--- src/rtl/fetch_buffer.sv ---
// Fetch stage between the program counter and decode.
// Issues in-order instruction reads, tags each request with its pc, and
// returns {pc, instruction} pairs to decode through a small response buffer.
// A flush empties the buffer and arranges for in-flight responses to be dropped.
module fetch_buffer #(
    parameter int DEPTH  = 4,
    parameter int ADDR_W = 32,
    parameter int DATA_W = 32
) (
    input  logic              clk,
    input  logic              rst,
    input  logic [ADDR_W-1:0] pc,
    input  logic              pc_valid,
    output logic              pc_ready,
    output logic              imem_req,
    output logic [ADDR_W-1:0] imem_addr,
    input  logic              imem_gnt,
    input  logic              imem_rvalid,
    input  logic [DATA_W-1:0] imem_rdata,
    input  logic              flush,
    output logic              instr_valid,
    output logic [DATA_W-1:0] instr_data,
    output logic [ADDR_W-1:0] instr_pc,
    input  logic              instr_ready,
    output logic              protocol_err
);

    localparam int PW = $clog2(DEPTH);
    localparam int CW = PW + 1;

    // Tag FIFO: pc of every granted request, popped as its response returns.
    logic [ADDR_W-1:0] r_tag_mem [DEPTH];
    logic [PW-1:0]     r_tag_wr;
    logic [PW-1:0]     r_tag_rd;
    logic [CW-1:0]     r_outst;
    logic [CW-1:0]     r_discard;
    logic              r_protocol_err;

    // Response buffer presented to decode.
    logic [DATA_W-1:0] r_buf_data [DEPTH];
    logic [ADDR_W-1:0] r_buf_pc   [DEPTH];
    logic [PW-1:0]     r_buf_wr;
    logic [PW-1:0]     r_buf_rd;
    logic [CW-1:0]     r_occ;

    logic [CW:0]       w_inflight;
    logic              w_credit;
    logic              w_req;
    logic              w_grant;
    logic              w_resp;
    logic              w_drop;
    logic              w_push;
    logic              w_pop;
    logic [CW-1:0]     w_outst_after_resp;

    // A request only issues when a buffer slot is guaranteed for its response.
    assign w_inflight = {1'b0, r_occ} + {1'b0, r_outst};
    assign w_credit   = w_inflight < (CW+1)'(DEPTH);
    // Requests are held off while reset is asserted so every output reads 0.
    assign w_req      = ~rst & pc_valid & w_credit & ~flush;
    assign w_grant    = w_req & imem_gnt;

    // A response with nothing outstanding is ignored (and flagged below).
    assign w_resp     = imem_rvalid & (r_outst != '0);
    assign w_drop     = flush | (r_discard != '0);
    assign w_push     = w_resp & ~w_drop;
    assign w_pop      = instr_valid & instr_ready & ~flush;

    assign w_outst_after_resp = r_outst - CW'(w_resp);

    assign imem_req     = w_req;
    assign imem_addr    = pc;
    assign pc_ready     = w_grant;
    assign instr_valid  = (r_occ != '0);
    assign instr_data   = r_buf_data[r_buf_rd];
    assign instr_pc     = r_buf_pc[r_buf_rd];
    assign protocol_err = r_protocol_err;

    // Tag storage write: record the pc of each granted request.
    // NOTE: this array has no reset; only the pointers decide which entries are live.
    always_ff @(posedge clk) begin
        if (w_grant) begin
            r_tag_mem[r_tag_wr] <= pc;
        end
    end

    // Request bookkeeping: tag pointers, outstanding count, discard count, error flag.
    // NOTE: state uses non-blocking assignments so every update sees pre-edge values.
    always_ff @(posedge clk or posedge rst) begin
        if (rst) begin
            r_tag_wr       <= '0;
            r_tag_rd       <= '0;
            r_outst        <= '0;
            r_discard      <= '0;
            r_protocol_err <= 1'b0;
        end else begin
            if (w_grant) begin
                r_tag_wr <= r_tag_wr + PW'(1);
            end
            if (w_resp) begin
                r_tag_rd <= r_tag_rd + PW'(1);
            end
            r_outst <= w_outst_after_resp + CW'(w_grant);
            // Every response still owed after this cycle belongs to the squashed path.
            if (flush) begin
                r_discard <= w_outst_after_resp;
            end else if (w_resp && (r_discard != '0)) begin
                r_discard <= r_discard - CW'(1);
            end
            if (imem_rvalid && (r_outst == '0)) begin
                r_protocol_err <= 1'b1;
            end
        end
    end

    // Response buffer: push kept responses, pop on decode, empty on flush.
    // NOTE: the storage is reset here because decode must see instr_data/instr_pc = 0 after reset.
    always_ff @(posedge clk or posedge rst) begin
        if (rst) begin
            r_buf_wr <= '0;
            r_buf_rd <= '0;
            r_occ    <= '0;
            for (int i = 0; i < DEPTH; i++) begin
                r_buf_data[i] <= '0;
                r_buf_pc[i]   <= '0;
            end
        end else if (flush) begin
            r_buf_wr <= '0;
            r_buf_rd <= '0;
            r_occ    <= '0;
        end else begin
            if (w_push) begin
                r_buf_data[r_buf_wr] <= imem_rdata;
                r_buf_pc[r_buf_wr]   <= r_tag_mem[r_tag_rd];
                r_buf_wr             <= r_buf_wr + PW'(1);
            end
            if (w_pop) begin
                r_buf_rd <= r_buf_rd + PW'(1);
            end
            r_occ <= r_occ + CW'(w_push) - CW'(w_pop);
        end
    end

endmodule

--- config.mk ---
export PLATFORM = sky130hd
export DESIGN_NAME = fetch_buffer
export DESIGN_NICKNAME = d
export VERILOG_FILES = /design/src/rtl/fetch_buffer.sv
export SDC_FILE = /design/constraint.sdc
export NUM_CORES = 1
export LEC_CHECK = 0
export CAP_MARGIN = 20
export CORE_MARGIN = 3
export CORE_UTILIZATION = 57
export DETAILED_ROUTE_END_ITERATION = 12
export PLACE_DENSITY = 0.8
export SLEW_MARGIN = 20
export SYNTH_ARGS = -nofsm -noshare
export SYNTH_HDL_FRONTEND = slang
export SYNTH_SLANG_ARGS = --single-unit
--- constraint.sdc ---
create_clock -name clk -period 12.1 [get_ports clk]
set_input_delay 2.42 -clock clk [delete_from_list [all_inputs] [get_ports clk]]
set_output_delay 2.42 -clock clk [all_outputs]
set_load 0.02 [all_outputs]
==> results of run 1 <==
[state kept, by name, summed over array words and instances, names as in the netlist]
name	flops
r_buf_pc	128
r_tag_rd	2
r_tag_mem	128
r_outst	3
r_buf_data	128
r_tag_wr	2
r_buf_rd	2
r_buf_wr	2
protocol_err	1
r_occ	3
r_discard	3
[metal layers]
metal | global-route usage (%) | share of wire [%] | vias up
met1 | 29.95 | 45 | 4625
met4 | 4.540 | 1.7 | 0
li1 | - | - | 3765
met5 | 0 | 0 | -
met2 | 33.32 | 48 | 198
met3 | 4.704 | 5.4 | 47
[through the flow]
step	area, µm²	utilization (%)	hold WS [ps]	total power [mW]	instances
global placement	19380	64.36	438.9	3.279	1408
global route	20740	68.89	499.9	4.756	1485
detailed placement	19380	64.36	447.7	3.312	1408
CTS	20740	68.89	461.4	4.587	1485
finish	20740	68.89	455.4	4.529	1485
floorplan	17720	-	473.8	2.777	920
[cell type report]
cell class              instances  area [µm²]
multi-input cells             423        6354
clock inverters                17       161.4
fillers                      1936        9369
clock buffers                  60        1201
flip-flops and latches        402       10710
repair buffers                179        1769
well taps                     390       488.0
inverters                      14       60.06
[critical path, delay by kind of cell]
kind | cells | cell delay, ps
and+or+nand+nor | 2 | 830
buffers and inverters | 2 | 1410
[synthesized netlist by cell type, types with 6 or more instances]
master / count / area share [%]
buf_2: 9 / 0.25
nor2_1: 6 / 0.13
buf_6: 25 / 1.6
inv_1: 13 / 0.28
mux4_2: 96 / 12
ha_1: 18 / 1.3
edfxtp_1: 128 / 22
mux2_4: 169 / 14
xnor2_1: 6 / 0.30
dfrtp_1: 274 / 39
mux2_2: 89 / 5.7
buf_4: 32 / 1.4
clkbuf_1: 10 / 0.21
[cells by family after synthesis]
kind of cell | after synthesis | synth area share [%]
AO/OA/AOI/OAI | 10 | 0.4801
XOR/XNOR | 9 | 0.4448
adder cells (fa/ha/maj) | 19 | 1.384
buffers and inverters | 95 | 3.812
flip-flops | 402 | 60.37
multiplexers | 355 | 32.23
AND/OR/NAND/NOR | 30 | 1.285
[worst paths after layout]
check | from | cells after the start | end
worst max-delay path | flush | 4 | pc_ready
worst min-delay path | protocol_err | 1 | protocol_err
worst max register to register | r_discard[0] | 6 | r_buf_data[81]
worst min register to register | protocol_err | 1 | protocol_err
max in group asynchronous | rst | 3 | r_buf_data[122]
min in group asynchronous | rst | 2 | r_outst[2]
[power by group through the flow]
stage	combinational [mW]	sequential, mW	clock (mW)
after floorplan	1.04	1.73	0
after global placement	1.47	1.81	0
after detailed placement	1.49	1.82	0
after CTS	1.50	1.80	1.29
after global routing	1.58	1.83	1.34
final	1.47	1.80	1.26
==> metrics.md, run 1 <==
| Metric | Value |
|---|---|
| Syn avg cell area | 19.27 µm² |
| Setup ws final | 5017 ps |
| CTS max path bufs | 3 |
| Cell Area, Synth | 17720 µm² |
| Share of layout cells above drive strength 1 | 40.18% |
| All-layer global routing usage | 20.85% |
| Seq/Total Area, Yosys | 60.37% |
| TritonRoute pass-1 iters | 4 |
| TritonCTS clock tree | yes |
| Synth Register Bits | 402 |
| Post-DP HPWL | 19590 µm |
| Post-synthesis cell type count | 39 |
| Crit path launch type | primary input |
| Setup violators final | 0 |
| Clock power frac | 27.7% |
| Slew @ Worst Pin | 1081 ps |
| P&R area growth vs syn | 17.03% |
| Hold WC Path Type | reg -> reg |
| Iter 0 DRT Violations | 349 |
| # hold bufs at CTS | 0 |
| Vias | 8635 |
| Min cycle time layout | 7083 ps |
| Final Max Tran Viols | 0 |
| Post-CTS setup buffers | 0 |
| Final net count | 1152 |
| Number of port buffers | 170 |
| Logic pwr share | 32.6% |
| Die X-Extent | 182.3 µm |
| Sink Count | 402 |
| Dpl ws | 5023 ps |
| GRT overflow | 0 |
| First-pass GRT wire length | 54920 µm |
| Final antenna-violating net count | 0 |
| Clock-pin slew on the worst setup and hold paths | 60 ps |
| Final Cycle Share | 58.54% |
| Primary FF master, synth | dfrtp_1 |
| Die height | 182.3 µm |
| Unrepaired setup endpoints after global routing | false |
| Total die area | 33250 µm² |
| Clock Latency Late Sink | 540 ps |
| CTS HTree Levels | 2 |
| Avg WL per Cell | 22.54 µm |
| Rows | 63 |
| Largest net degree at the start of global routing | 139 |
| Initial antenna violation count | 0 |
| Leading cell type in the layout, fill and taps excluded | dfrtp_1 |
| Synthesized netlist cell count | 920 |
| Crit path max fanout | 18 |
| Max_slew headroom | 27.95% |
| TNS Setup | 0 ps |
| Slowest-stage cell, CP | clkdlybuf4s50_1 |
| Internal power | 3.198 mW |
| Most frequent CP cell | clkdlybuf4s50_1 |
| Critical Path AT | 4660 ps |
| PostCTS Resize Cnt | 0 |
| Sequential Power Share | 39.7% |
| Most frequent cells in the layout | 271 x dfrtp_1, 170 x clkdlybuf4s50_1, 169 x mux2_4 |
| Vias per inst | 5.815 |
| Diodes inserted | 0 |
| Initial Util | 58.86% |
| Max VDD drop | 139.7 µV |
| Req. time, crit path | 9680 ps |
| Final Hold Viols | 0 |
| Syn_nets | 1010 |
| Core outline area | 30110 µm² |
| PwrDens | 218.3 nW/µm² |
| WL final | 33480 µm |
| Max-cap check violation count | 0 |
| Post-synth EDFFs | 128 |
| Fmax | 141.2 MHz |
| Flop2flop setup slack | 9130 ps |
| Final clock skew | 23.25 ps |
| P_leak | 9.190 nW |
| Asr flop ratio synth | 68.16% |
| DRC viols | 0 |
| Yosys warnings | 0 |
| Crit Path Category | in -> out |
| P_sw | 1.331 mW |
| CTS Root Cell | clkbuf_16 |
| Largest stage delay, worst path | 740 ps |
| Critical path capture point type | primary output |
| Vias in the first global route | 9664 |
| Clock buffer count from CTS | 42 |
| IO Count | 171 |
| Switching share of power | 29.39% |
| Gpl congestion | 0.7513 |
| Critical-path cell list | clkdlybuf4s50_1, nor4_1, and4_1, clkdlybuf4s50_1 |
| Status | complete, no violations |
No activity file was read; power rests on OpenSTA's default activity.
==> inputs of run 2 (changes only) <==
- CORE_UTILIZATION: 57 -> 52
- PLACE_DENSITY: 0.8 -> 0.76
- clock period: 12.1 -> 6.5 ns (I/O delays scaled with it)
==> run 2 against run 1 <==
  * First-iteration DRC count rose by 35%
  * Critical endpoint unchanged
  * Non-clock buffer count rose by 2
  * Worst setup slack got worse by 3400 ps
  * Sequential share of layout area fell by 0.33 points
  * Die area rose by 9.3%
  * Largest power group unchanged
  * Hold slack improved by 12 ps
  * Utilization fell by 5.7 points
==> metrics.md, run 2 (same netlist as run 1, synthesis figures left out) <==
| Metric | Value |
|---|---|
| Final Cycle Share | 74.74% |
| TritonCTS clock tree | yes |
| PostCTS Resize Cnt | 0 |
| Final antenna-violating net count | 0 |
| Vias in the first global route | 9433 |
| Final Instance Area | 20880 µm² |
| Share of layout cells above drive strength 1 | 40.53% |
| Biggest regs | r_buf_data: 128 flops, r_buf_pc: 128 flops, r_tag_mem: 128 flops |
| Reg2reg start | r_outst[1] |
| Design Power | 8.444 mW |
| Initial antenna violation count | 0 |
| Worst setup path endpoint | pc_ready |
| Hold WC Path Type | reg -> reg |
| Iter 0 DRT Violations | 471 |
| Worst-case hold slack | 467.4 ps |
| Unrepaired setup endpoints after global routing | false |
| Global Route met2 Usage | 30.53% |
| Post-DP HPWL | 19690 µm |
| P_leak | 9.214 nW |
| Max-cap check violation count | 0 |
| CTS max path bufs | 3 |
| Final net count | 1155 |
| Most frequent cells in the layout | 270 x dfrtp_1, 170 x clkdlybuf4s50_1, 169 x mux2_4 |
| Final Max Tran Viols | 0 |
| Critical path capture point type | primary output |
| Crit path max fanout | 18 |
| Avg WL per Cell | 22.02 µm |
| Leading cell type in the layout, fill and taps excluded | dfrtp_1 |
| First-pass GRT wire length | 54400 µm |
| Rows | 66 |
| # hold bufs at CTS | 0 |
| Flop2flop setup slack | 3470 ps |
| Core outline area | 33030 µm² |
| Crit path launch type | primary input |
| WL final | 33930 µm |
| Crit Path Category | in -> out |
| Max_slew headroom | 27.45% |
| Vias | 8625 |
| All-layer global routing usage | 19.17% |
| Reg2Reg Depth | 5 |
| Critical Path AT | 3560 ps |
| Cell Area, Placed | 19460 µm² |
| Worst R2R End | r_buf_pc[47] |
| Layer with the highest usage | met2 |
| Filler cells | 2289 |
| Die X-Extent | 190.6 µm |
| CTS HTree Levels | 2 |
| IO Count | 171 |
| Number of port buffers | 170 |
| Clock-pin slew on the worst setup and hold paths | 60 ps |
| Total die area | 36340 µm² |
| Slew @ Worst Pin | 1088 ps |
| Initial Util | 53.66% |
| DRC viols | 0 |
| P&R area growth vs syn | 17.80% |
| GRT overflow | 0 |
| TNS Setup | 0 ps |
| Vias per inst | 5.597 |
| Final instance count without filler cells | 1541 |
| Setup violators final | 0 |
| Req. time, crit path | 5200 ps |
| Fmax | 205.9 MHz |
| CTS Root Cell | clkbuf_16 |
| Met3 GRT Util | 3.750% |
| Largest net degree at the start of global routing | 190 |
| Max VDD drop | 317.4 µV |
| Setup ws final | 1642 ps |
| Final design utilization | 63.21% |
| Dpl ws | 1655 ps |
| Gpl congestion | 0.6919 |
| Worst Setup SP | flush |
| Status | complete, no violations |
| Met1 Track Usage GR | 27.97% |
| PwrDens | 404.4 nW/µm² |
| Placed instance count | 1461 |
| Final Hold Viols | 0 |
| Min cycle time layout | 4858 ps |
| Clock buffer count from CTS | 43 |
| Final clock skew | 27.57 ps |
| TritonRoute pass-1 iters | 4 |
| Post-CTS setup buffers | 0 |
| Sink Count | 402 |
| Die height | 190.6 µm |
| Clock Latency Late Sink | 550 ps |
[run 2: area by class of cell]
type / instances / area, µm² / share of cell area (%)
flip-flops and latches: 402 / 10710 / 51.30
inverters: 14 / 56.30 / 0.2697
clock buffers: 61 / 1224 / 5.861
clock inverters: 17 / 158.9 / 0.7611
well taps: 442 / 553.0 / 2.649
repair buffers: 181 / 1821 / 8.719
multi-input cells: 423 / 6354 / 30.43
diodes: 1 / 2.502 / 0.01199
[run 2: worst min-delay path by stage]
stage	from	to	slack (ps)	cells after the start
after floorplan	r_buf_pc[34]	r_buf_pc[34]	470	1
after global placement	protocol_err	protocol_err	450	1
after detailed placement	protocol_err	protocol_err	450	1
after global routing	protocol_err	protocol_err	480	1
after CTS	protocol_err	protocol_err	460	1
final	protocol_err	protocol_err	470	1
[run 2: worst max-delay path, cell delays in order]
cell and delay (ps):
clkdlybuf4s50_1 730, nor4_1 430, and4_1 420, clkdlybuf4s50_1 660
[run 2: power breakdown]
part	total (mW)	internal [mW]	switching, mW
logic	2.71	1.56	1.15
registers	3.38	3.03	0.350
clock network	2.36	1.39	0.961
total	8.44	5.98	2.47
[run 2: metal layers]
metal | up-vias | wire length, µm
li1 | 3767 | -
met1 | 4608 | 15610
met2 | 215 | 16200
met3 | 35 | 1657
met4 | 0 | 461
met5 | - | 0
==> inputs of run 3 (changes only) <==
- clock period: 6.5 -> 4 ns (I/O delays scaled with it)
==> run 3 against run 2 <==
  * Flip-flop and latch count did not move
  * First-iteration DRC count fell by 14%
  * Clock skew fell by 4.0 ps
  * Final area rose by 0.94%
  * Clock-buffer cell count fell by 5
  * Die area did not move
  * Sequential share of layout area fell by 0.47 points
  * Global-route usage barely moved
  * Largest power group unchanged
==> metrics.md, run 3 (same netlist as run 1, synthesis figures left out) <==
| Metric | Value |
|---|---|
| Crit path max fanout | 8 |
| Post-DP HPWL | 20810 µm |
| TritonCTS clock tree | yes |
| Reg2reg start | r_discard[0] |
| GRT overflow | 0 |
| Initial Util | 53.66% |
| Req. time, crit path | 3200 ps |
| Cell Area, Placed | 19720 µm² |
| Max_slew headroom | 40.51% |
| Worst Setup SP | r_outst[2] |
| # hold bufs at CTS | 0 |
| DRC viols | 0 |
| WL final | 33670 µm |
| Status | complete, no violations |
| Largest net degree at the start of global routing | 109 |
| Die height | 190.6 µm |
| All-layer global routing usage | 19.21% |
| Number of port buffers | 170 |
| Final Cycle Share | 86.85% |
| Die X-Extent | 190.6 µm |
| Sequential Power Share | 40.1% |
| Gpl congestion | 0.7168 |
| Dpl ws | 525.0 ps |
| P_leak | 9.311 nW |
| Crit path launch type | register |
| Clock-pin slew on the worst setup and hold paths | 60 ps |
| Worst R2R End | r_occ[2] |
| Unrepaired setup endpoints after global routing | false |
| Min cycle time layout | 3474 ps |
| Rows | 66 |
| Sink Count | 402 |
| Slew @ Worst Pin | 892.3 ps |
| Final instance count without filler cells | 1550 |
| Most frequent cells in the layout | 270 x dfrtp_1, 170 x clkdlybuf4s50_1, 169 x mux2_4 |
| Internal power | 9.650 mW |
| Critical path capture point type | primary output |
| Slowest-stage cell, CP | clkdlybuf4s50_1 |
| Reg2Reg Depth | 11 |
| Vias | 8582 |
| Total die area | 36340 µm² |
| Setup ws final | 526.0 ps |
| Switching share of power | 29.51% |
| Critical-path cell list | ha_1, nor4_1, and4_1, clkdlybuf4s50_1 |
| TNS Setup | 0 ps |
| Initial antenna violation count | 0 |
| P&R area growth vs syn | 18.90% |
| First-pass GRT wire length | 54770 µm |
| Final net count | 1166 |
| Largest stage delay, worst path | 670 ps |
| Logic pwr share | 32.5% |
| Hold WC Path Type | reg -> reg |
| Share of layout cells above drive strength 1 | 41.52% |
| IO Count | 171 |
| Max-cap check violation count | 0 |
| Max VDD drop | 418.4 µV |
| Crit Path Category | reg -> out |
| PwrDens | 649.6 nW/µm² |
| Diodes inserted | 0 |
| Fmax | 287.9 MHz |
| Core outline area | 33030 µm² |
| Post-CTS setup buffers | 0 |
| Flop2flop setup slack | 1270 ps |
| Clock buffer count from CTS | 42 |
| Biggest regs | r_buf_data: 128 flops, r_buf_pc: 128 flops, r_tag_mem: 128 flops |
| Clock Latency Late Sink | 540 ps |
| TritonRoute pass-1 iters | 4 |
| Vias in the first global route | 9570 |
| PostCTS Resize Cnt | 0 |
| Avg WL per Cell | 21.72 µm |
| CTS Root Cell | clkbuf_16 |
| Placed instance count | 1474 |
| Final Hold Viols | 0 |
| Vias per inst | 5.537 |
| P_sw | 4.041 mW |
| Clock power frac | 27.4% |
| Worst setup path endpoint | pc_ready |
| Leading cell type in the layout, fill and taps excluded | dfrtp_1 |
| Iter 0 DRT Violations | 403 |
| Final antenna-violating net count | 0 |
| Final clock skew | 23.61 ps |
| Final Max Tran Viols | 0 |
| Critical Path AT | 2670 ps |
| CTS HTree Levels | 2 |
| Setup violators final | 0 |
| CTS max path bufs | 3 |
| Final Instance Area | 21080 µm² |
## run 3: changes by cell type in the layout (fill, tap and decap cells not counted), sizes merged
| cell | delta |
|---|---|
| clkbuf | -5 |
| clkinv | +2 |
| diode | -1 |
| buf | +12 |
| bufinv | -1 |
| inv | +2 |
## run 3: area by class of cell
| class | instances | area, µm² |
|---|---|---|
| fillers | 2320 | 11960 |
| multi-input cells | 423 | 6354 |
| flip-flops and latches | 402 | 10710 |
| inverters | 14 | 56.30 |
| clock inverters | 20 | 176.4 |
| repair buffers | 193 | 2049 |
| clock buffers | 56 | 1174 |
| well taps | 442 | 553.0 |
## run 3: through the flow
| step | hold WS [ps] | power, mW | utilization, % |
|---|---|---|---|
| final | 452.7 | 13.69 | 63.80 |
| after global routing | 464.6 | 14.39 | 63.80 |
| after CTS | 456.7 | 13.89 | 63.80 |
| after detailed placement | 446.4 | 10.06 | 59.71 |
| after global placement | 436.8 | 9.966 | 59.71 |
| after floorplan | 473.8 | 8.401 | - |
## run 3: routing by layer
metal	share of wire, %	vias to the layer above	wire, µm	global-route usage, %
met5	0	-	0	0
met4	1.4	0	465	3.359
met3	5.0	39	1672	3.438
met2	49	208	16400	31.59
met1	45	4548	15130	27.64
li1	-	3787	-	-
## run 3: power by group through the flow
| stage | Sequential [mW] | Clock (mW) | Combinational, mW |
|---|---|---|---|
| finish | 5.49 | 3.75 | 4.45 |
| CTS | 5.50 | 3.86 | 4.53 |
| floorplan | 5.24 | 0 | 3.16 |
| detailed placement | 5.55 | 0 | 4.51 |
| global route | 5.60 | 4.02 | 4.77 |
| global placement | 5.53 | 0 | 4.44 |
## run 3: worst min path at each step
stage | cells past startpoint | startpoint | slack (ps) | end
4_1_cts | 1 | protocol_err | 460 | protocol_err
6_report | 1 | protocol_err | 450 | protocol_err
3_3_place_gp | 1 | protocol_err | 440 | protocol_err
3_5_place_dp | 1 | protocol_err | 450 | protocol_err
5_1_grt | 1 | protocol_err | 460 | protocol_err
2_1_floorplan | 1 | r_buf_pc[34] | 470 | r_buf_pc[34]
## run 3: worst max-delay path, delay by kind of cell, from the launching register on
kind,cells,cell delay [ps]
buffers and inverters,1,670
adder cells (fa/ha/maj),1,320
AND/OR/NAND/NOR,2,720
flip-flops,1,430
